`config.mk`:
```
export PLATFORM = sky130hd
export DESIGN_NAME = sram_port_arbiter
export DESIGN_NICKNAME = d
export VERILOG_FILES = /design/src/rtl/npu_pkg.sv /design/src/rtl/rr_pick.sv /design/src/rtl/sram_port_arbiter.sv
export SDC_FILE = /design/constraint.sdc
export NUM_CORES = 1
export LEC_CHECK = 0
export CORE_AREA = 4 4 97 81
export DETAILED_ROUTE_END_ITERATION = 10
export DIE_AREA = 0 0 101 85
export SLEW_MARGIN = 20
export SYNTH_ARGS = -nofsm -noshare
export SYNTH_HDL_FRONTEND = slang
export SYNTH_SLANG_ARGS = --single-unit
```
`constraint.sdc`:
```
create_clock -name clk -period 3.35 [get_ports clk]
set_input_delay 0.5025 -clock clk [delete_from_list [all_inputs] [get_ports clk]]
set_output_delay 0.5025 -clock clk [all_outputs]
set_load 0.02 [all_outputs]
```
`src/rtl/npu_pkg.sv`:
```
// Shared NPU definitions: arbiter FSM states and the default SRAM geometry
// used by the sram_* instances and the port arbiter in front of them.
package npu_pkg;

    typedef enum logic {
        ARB    = 1'b0,
        LOCKED = 1'b1
    } arb_state_e;

    localparam int ADDR_W = 10;
    localparam int DATA_W = 8;

endpackage

```
`src/rtl/rr_pick.sv`:
```
// Rotate-priority one-hot picker: first asserted request at or after ptr,
// wrapping past N-1 back to 0. Purely combinational.
module rr_pick #(
    parameter int N  = 2,
    parameter int IW = (N > 1) ? $clog2(N) : 1
) (
    input  logic [N-1:0]  req,
    input  logic [IW-1:0] ptr,
    output logic [N-1:0]  gnt,
    output logic [IW-1:0] idx,
    output logic          any
);

    always_comb begin : pick
        int j;
        j   = 0;
        gnt = '0;
        idx = '0;
        any = 1'b0;
        for (int i = 0; i < N; i++) begin
            j = int'(ptr) + i;
            if (j >= N) j = j - N;
            if (!any && req[j]) begin
                any    = 1'b1;
                gnt[j] = 1'b1;
                idx    = IW'(j);
            end
        end
    end

endmodule

```
`src/rtl/sram_port_arbiter.sv`:
```
// Round-robin arbiter with locked bursts sharing one single-port synchronous
// SRAM; registered SRAM-side outputs and per-requester read-data return.
module sram_port_arbiter #(
    parameter int NUM_REQ   = 2,
    parameter int ADDR_W    = npu_pkg::ADDR_W,
    parameter int DATA_W    = npu_pkg::DATA_W,
    parameter int MAX_BURST = 16
) (
    input  logic                      clk,
    input  logic                      rst_n,
    input  logic [NUM_REQ-1:0]        req,
    input  logic [NUM_REQ-1:0]        lock,
    input  logic [NUM_REQ-1:0]        we,
    input  logic [NUM_REQ*ADDR_W-1:0] addr,
    input  logic [NUM_REQ*DATA_W-1:0] wdata,
    output logic [NUM_REQ-1:0]        gnt,
    output logic [NUM_REQ-1:0]        rvalid,
    output logic [DATA_W-1:0]         rdata,
    output logic                      sram_we,
    output logic [ADDR_W-1:0]         sram_addr,
    output logic [DATA_W-1:0]         sram_din,
    input  logic [DATA_W-1:0]         sram_dout,
    output logic                      busy
);
    import npu_pkg::*;

    // Handshake: gnt[k] is the accept strobe; req[k] must stay high with
    // stable lock/we/addr/wdata until the cycle gnt[k] is seen high.
    localparam int IDX_W = (NUM_REQ > 1) ? $clog2(NUM_REQ) : 1;
    localparam int CNT_W = $clog2(MAX_BURST + 1);

    arb_state_e         state;
    logic [IDX_W-1:0]   owner;
    logic [IDX_W-1:0]   ptr;
    logic [CNT_W-1:0]   burst_cnt;

    logic [NUM_REQ-1:0] pick_gnt;
    logic [IDX_W-1:0]   pick_idx;
    logic               pick_any;

    logic [NUM_REQ-1:0] gnt_c;
    logic [IDX_W-1:0]   gnt_idx;
    logic               acc;

    logic               rd_v1, rd_v2;
    logic [IDX_W-1:0]   rd_id1, rd_id2;

    rr_pick #(.N(NUM_REQ), .IW(IDX_W)) u_pick (
        .req (req),
        .ptr (ptr),
        .gnt (pick_gnt),
        .idx (pick_idx),
        .any (pick_any)
    );

    always_comb begin
        gnt_c   = '0;
        gnt_idx = pick_idx;
        if (state == ARB) begin
            gnt_c = pick_gnt;
        end else begin
            gnt_idx = owner;
            if (req[owner]) gnt_c[owner] = 1'b1;
        end
    end

    assign acc  = |gnt_c;
    // Grant is forced low while reset is asserted, even with requests pending.
    assign gnt  = rst_n ? gnt_c : '0;
    assign busy = (state == LOCKED);

    always_ff @(posedge clk or negedge rst_n) begin
        if (!rst_n) begin
            state     <= ARB;
            owner     <= '0;
            ptr       <= '0;
            burst_cnt <= '0;
            sram_we   <= 1'b0;
            sram_addr <= '0;
            sram_din  <= '0;
            rd_v1     <= 1'b0;
            rd_id1    <= '0;
            rd_v2     <= 1'b0;
            rd_id2    <= '0;
            rvalid    <= '0;
            rdata     <= '0;
        end else begin
            sram_we <= acc && we[gnt_idx];
            if (acc) begin
                sram_addr <= addr[gnt_idx*ADDR_W +: ADDR_W];
                sram_din  <= wdata[gnt_idx*DATA_W +: DATA_W];
            end

            // Issue stage, SRAM read stage, then capture: gnt -> rvalid is 3 cycles.
            rd_v1  <= acc && !we[gnt_idx];
            rd_id1 <= gnt_idx;
            rd_v2  <= rd_v1;
            rd_id2 <= rd_id1;
            rvalid <= '0;
            if (rd_v2) begin
                rvalid[rd_id2] <= 1'b1;
                rdata          <= sram_dout;
            end

            case (state)
                ARB: begin
                    if (acc) begin
                        ptr <= (gnt_idx == IDX_W'(NUM_REQ - 1)) ? '0 : gnt_idx + 1'b1;
                        // With MAX_BURST=1 the first access already exhausts the burst.
                        if (lock[gnt_idx] && (MAX_BURST > 1)) begin
                            state     <= LOCKED;
                            owner     <= gnt_idx;
                            burst_cnt <= CNT_W'(1);
                        end
                    end
                end
                LOCKED: begin
                    if (!req[owner]) begin
                        state     <= ARB;
                        burst_cnt <= '0;
                    end else if (!lock[owner] || burst_cnt == CNT_W'(MAX_BURST - 1)) begin
                        state     <= ARB;
                        burst_cnt <= '0;
                    end else begin
                        burst_cnt <= burst_cnt + 1'b1;
                    end
                end
                default: state <= ARB;
            endcase
        end
    end

endmodule

```
==> summary.txt <==
Run status
  • Outcome: finished, final reports clean

Routing
  • Final wirelength: 4382 um
  • DR iter-0 viols: 53
  • Drt pass-1 iters: 4
  • Drc violations: 0
  • Detail Route Antenna Nets: 0
  • Vias per inst: roughly 4.4
  • Wire per inst: 13.20 um
  • Vias: 1,457

Power and ir drop
  • Peak VDD IR: 238.8 uV
  • Static leakage: 1.200 nW
  • Power per standard cell area: 849.7 nW/um^2

Setup path
  • CP Data Arrival Time: ~2.1 ns
  • CP startpoint kind: primary input
  • Critical path endpoint category: output pin
  • Reg2reg path depth: 5
  • Reg2Reg Setup Slack: 1.38 ns
  • CP Data Required Time: between 2 and 3 ns
  • Critical path class: primary input to output pin
  • Max FO, Critical Path: 5

Place
  • Port buffer count: 83
  • Placed Area: between 2000 and 3000 um^2
  • Gpl congestion: between 0.8 and 0.9
  • DPL Wire Length: 3286 um

STA
  • Clock Skew: 0.005113 ns
  • Final Hold Violating Endpoints: 0
  • Worst slew pin tran: around 0.57 ns
  • Fin crit share: 0.7663
  • RSZ-0062 raised after global routing: false
  • Setup TNS: 0 ns
  • Min Tclk post-route: 2.567 ns
  • Slew headroom: 0.6189
  • Fin. max-slew vios: 0
  • Max Freq: 0.3895 GHz
  • Setup violations, final: 0

Final layout
  • Share of layout cells above drive strength 1: 0.1061
  • ANT cells: 0
  • Nets: roughly 300
  • Layout Cell Area excl Fill: 2870 um^2
  • Area Overhead vs Synth: 53.55%

Synth
  • Post-Synthesis Cells: 159
  • Post-Syn Area: 1869 um^2
  • Cell taking the most area after synthesis: dfrtp_1
  • Avg Inst Size Synth: around 12 um^2
  • Warnings from Yosys: 0
  • Area contributors post-synth: dfrtp_1, mux2i_1, o21ai_1
  • Synth top area share: 0.5489
  • Sequential-to-total area share from yosys stat: 0.5489
  • #FFs+latches synth: 41
  • Syn_nets: between 200 and 250
  • Synth unique cells: 33

Die
  • Die area: 8585 um^2
  • Die height: 85 um
  • Core area: 6790 um^2
  • Die width: approximately 100 um
  • Starting Density: 0.2753
  • Row count: 27
  • # IOs: 84

Clocking
  • Hold_buf cts: 0
  • # H-tree levels: 2
  • CTS Buf Count: 5
  • Resize count post-CTS: 0
  • CTS root buf: clkbuf_8
  • Clock-pin slew on the worst setup and hold paths: 0.08 ns
  • Clk_lat worst skew: 0.29 ns
  • Maximum root-to-sink buffer count: 2
  • Postcts setup bufs: 0
  • Clock sinks: 41
  • CTS tree: yes

GRT
  • Largest net degree at the start of global routing: 40
  • GRT overflow: 0
  • Initial antenna violation count: 0
  • Global route hottest layer: met2
  • Global-route wire length before repair: 7162 um
  • GR Layer Usage met1: 0.1281
  • Met2 Resource Use GR: 0.1715
  • Routing usage on met3: 0.03615
  • GRT Util Overall: 0.1049
  • Vias in the first global route: 1,503

Job
  • Max Cap Viol: 0

Worst hold path
  • Worst min path class: primary input to asynchronous set/reset pin
[registers in the layout, indices dropped and copies added, names as in the netlist]
name / flops
rd_id2: 1
rd_v1: 1
rd_id1: 1
sram_we: 1
rvalid: 2
sram_addr: 10
sram_din: 8
rd_v2: 1
busy: 1
rdata: 8
owner: 1
ptr: 1
burst_cnt: 5
[logic make-up after synthesis]
family,count (synthesis),share of synthesized area
DFF,41,0.5489
adders and majority gates,2,0.01338
muxes,29,0.1606
buffers and inverters,13,0.04819
and+or+nand+nor,39,0.1044
AOI/OAI and AO/OA,34,0.1198
xor gates and xnor gates,1,0.004686
[metrics by stage]
stage               total power [mW]  cells  hold slack [ns]    util  worst slack, ns
global route                   2.614    332          0.02484  0.4227           0.6704
floorplan                      1.574    159           0.2069       -            1.676
CTS                            2.488    332          0.02688  0.4227           0.7790
detailed placement             2.076    324           0.3385  0.4057           0.7791
global placement               2.063    324           0.3355  0.4057           0.7959
finish                         2.439    332          0.04137  0.4227           0.7828
[worst max-delay path, cell delays in order]
cell             delay, ns
clkdlybuf4s50_1       0.55
a21boi_2              0.22
nand2_1               0.07
a21oi_1               0.12
clkdlybuf4s50_1       0.61
[cell type report]
cell class	instances	area, um^2
repair buffers	86	848.3
fillers	660	3920
flip-flops and latches	41	1026
inverters	5	18.77
multi-input cells	105	753.2
clock buffers	5	68.82
clock inverters	3	46.29
well taps	87	108.9
[path summary, 6_finish.rpt]
path,start,end
max,req[0],gnt[0]
min reg2reg,rd_v1,rd_v2
min,rst_n,owner
max reg2reg,busy,sram_din[2]
min in group clk,rd_v1,rd_v2
max in group asynchronous,rst_n,sram_din[0]
[routing by layer]
layer / vias up / wire length [um]
met5: - / 0
met4: 0 / 48
met3: 5 / 380
met2: 50 / 2079
met1: 680 / 1873
li1: 722 / -
[synthesized netlist by cell type (all sizes together)]
| cell type | number |
|---|---|
| dfrtp | 41 |
| nand2 | 23 |
| o21ai | 22 |
| mux2i | 21 |
| mux2 | 8 |
| buf | 7 |
| inv | 5 |
| nand2b | 4 |
| a21oi | 3 |
| nand3 | 3 |
| o32ai | 3 |
| a21o | 2 |
| and2b | 2 |
| ha | 2 |
| nand3b | 2 |
| nor2b | 2 |
| a211o | 1 |
| a21bo | 1 |
| a21boi | 1 |
| and2 | 1 |
| and3 | 1 |
| clkbuf | 1 |
| nor2 | 1 |
| o22ai | 1 |
| xnor2 | 1 |
[cell usage in the layout (no fill, tap or decap), drive strengths merged, types with 4 or more instances in the layout]
| cell type | instances |
|---|---|
| clkdlybuf4s50 | 82 |
| dfrtp | 41 |
| nand2 | 23 |
| o21ai | 22 |
| mux2i | 21 |
| mux2 | 8 |
| inv | 5 |
| clkbuf | 5 |
| nand2b | 4 |
| buf | 4 |
[power breakdown]
group          switching [mW]  internal [mW]  total [mW]
logic                   0.581          0.606        1.19
clock network           0.172          0.223       0.395
registers               0.145          0.712       0.857
total                   0.898           1.54        2.44
No activity file was read; power rests on OpenSTA's default activity.
==> RTL edit (same flow settings) <==
Set the package constant `DATA_W` to 6 (it was 8).
--- a/src/rtl/npu_pkg.sv
+++ b/src/rtl/npu_pkg.sv
@@ -10,3 +10,3 @@
     localparam int ADDR_W = 10;
-    localparam int DATA_W = 8;
+    localparam int DATA_W = 6;
 
Ports: changed (resized rdata, sram_din, sram_dout and wdata); port bits go from 84 to 74. The function was not compared with the original's and may differ.
==> RTL edit against the original RTL <==
- wire length down 10%
- global-route usage down 0.74 points
- critical path depth down 1
- sequential cell count down 4
- combinational power down 14%
- final area down 9.0%
- worst setup slack worse by 0.11 ns
- power down 11%
- synthesized area down 9.5%
- highest routed layer unchanged
==> RTL edit: results (changes against the original RTL) <==
dpl ws=0.701 ns (-0.0778 ns); metal2 WL=1710 um (-18%); P_clk=0.389 mW (-2%); detailed-route wire length per cell=12.6 um (-4.4%); launch point of the worst path=req[1]; largest net degree at the start of global routing=34 (-15%); largest registers=sram_addr x10, rdata x6, sram_din x6; Slew HR=62.3% (+0.41 points); Post-CTS Setup Repair Bufs=0 (unchanged); gp weighted congestion=0.770 (-11%); HPWL after DPL=3060 um (-6.9%); Buffers on Ports=73 (-12%); Synth top cells by count=dfrtp_1 (37), nand2_1 (19), mux2i_1 (18); highest routed layer=met4; sequential share of the synthesized area=54.7% (-0.15 points); seq pwr=0.767 mW (-11%); r2r setup slk=1.33 ns (-0.05 ns); layout cells sized above 1=9.82% (-0.79 points); number of global-route vias before repair=1406 (-6.5%); met1 WL=1770 um (-5.8%); Netlist cell types=40 (+21%); overall power consumption=2.18 mW (-11%); clk_skew=0.00573 ns (+0.000621 ns); placed cell areas=2500 um^2 (-9.4%); initial antenna violation count=0 (unchanged); number of diodes=0 (unchanged); net count after synthesis=196 (-8.0%); Critical Path Start Type=input port; Synthesis Warnings=0 (unchanged); RR Startpoint=busy; hold buffers post-CTS=0 (unchanged); global-route wire length before repair=6740 um (-5.9%); RR Endpoint=burst_cnt[3]; Clock Pin Slew Worst Setup and Hold Paths=0.07 ns; Vias=1340 (-8.0%); DRT iter0 DRCs=35 (-34%); fraction of registers with async set/reset=100% (unchanged); VDD IR max=249 uV (+4.4%); final net count=271 (-9.1%); met3 wire length=434 um (+14%); Clock Latency Late Sink=~0.28 ns; final antenna-violating net count=0 (unchanged); GR Util met2=14.9% (-2.2 points); outcome=complete, no violations; Root Buffer=clkbuf_8; post-CTS sizing=0 (unchanged); met3 usage=3.62% (unchanged); CP Max Fanout=8 (+3); synth top area cells=dfrtp_1 (55%), mux2i_1 (11%), nand2_1 (4.2%); Final WS setup=0.677 ns (-0.106 ns); clock buffer depth=2 (unchanged); Sw Share=35.7% (-1.2 points); Critical Path AT=2.17 ns (+0.11 ns); met1 usage=13.0% (+0.17 points); Leakage=1.09 nW (-9.0%); Worst Setup EP=gnt[1]; Worst Hold Class=in2async; All-Layer GR Usage=9.75% (-0.74 points)
-- RTL edit: cell types whose count changed after synthesis, sizes merged, moves of 3 or more --
cell | before | now
dfrtp | 41 | 37
mux2i | 21 | 18
nand2 | 23 | 19
o32ai | 3 | 0
-- RTL edit: kinds of logic (layout without fill, tap and decap cells) --
family,Yosys count,in the layout,share of synthesized area (%)
adder cells (fa/ha/maj),2,2,1.48
multiplexers,25,25,15.5
AND/OR/NAND/NOR,38,38,11.4
flip-flops,37,37,54.7
buffers and inverters,11,87,3.77
AO/OA/AOI/OAI,35,35,13.1
-- RTL edit: worst min-delay path by stage --
stage	startpoint	to	slack (ns)	cells after the start
finish	rst_n	sram_addr[7]	0.16	1
global route	rst_n	sram_addr[2]	0.19	1
CTS	rst_n	sram_din[2]	0.18	1
detailed placement	rd_v1	rd_v2	0.34	0
global placement	rd_id1	rd_id2	0.33	0
floorplan	rst_n	burst_cnt[0]	0.21	0
-- RTL edit: layout make-up --
class / count / area [um^2]
Tap cell: 87 / 109
Clock buffer: 7 / 86.3
Fill cell: 655 / 4180
Timing Repair Buffer: 76 / 748
Multi-Input combinational cell: 100 / 702
Clock inverter: 1 / 30.0
Inverter: 3 / 11.3
Sequential cell: 37 / 926
-- RTL edit: metrics by stage --
| stage | utilization (%) | hold WS, ns | instances |
|---|---|---|---|
| after floorplan | - | 0.207 | 148 |
| after global placement | 36.8 | 0.332 | 303 |
| after detailed placement | 36.8 | 0.339 | 303 |
| after CTS | 38.5 | 0.175 | 311 |
| after global routing | 38.5 | 0.185 | 311 |
| final | 38.5 | 0.164 | 311 |
-- RTL edit: worst max-delay path, cell delays in order --
cell             delay (ns)
clkdlybuf4s50_1        0.66
o21a_1                 0.23
o311a_1                0.17
clkdlybuf4s50_1        0.60
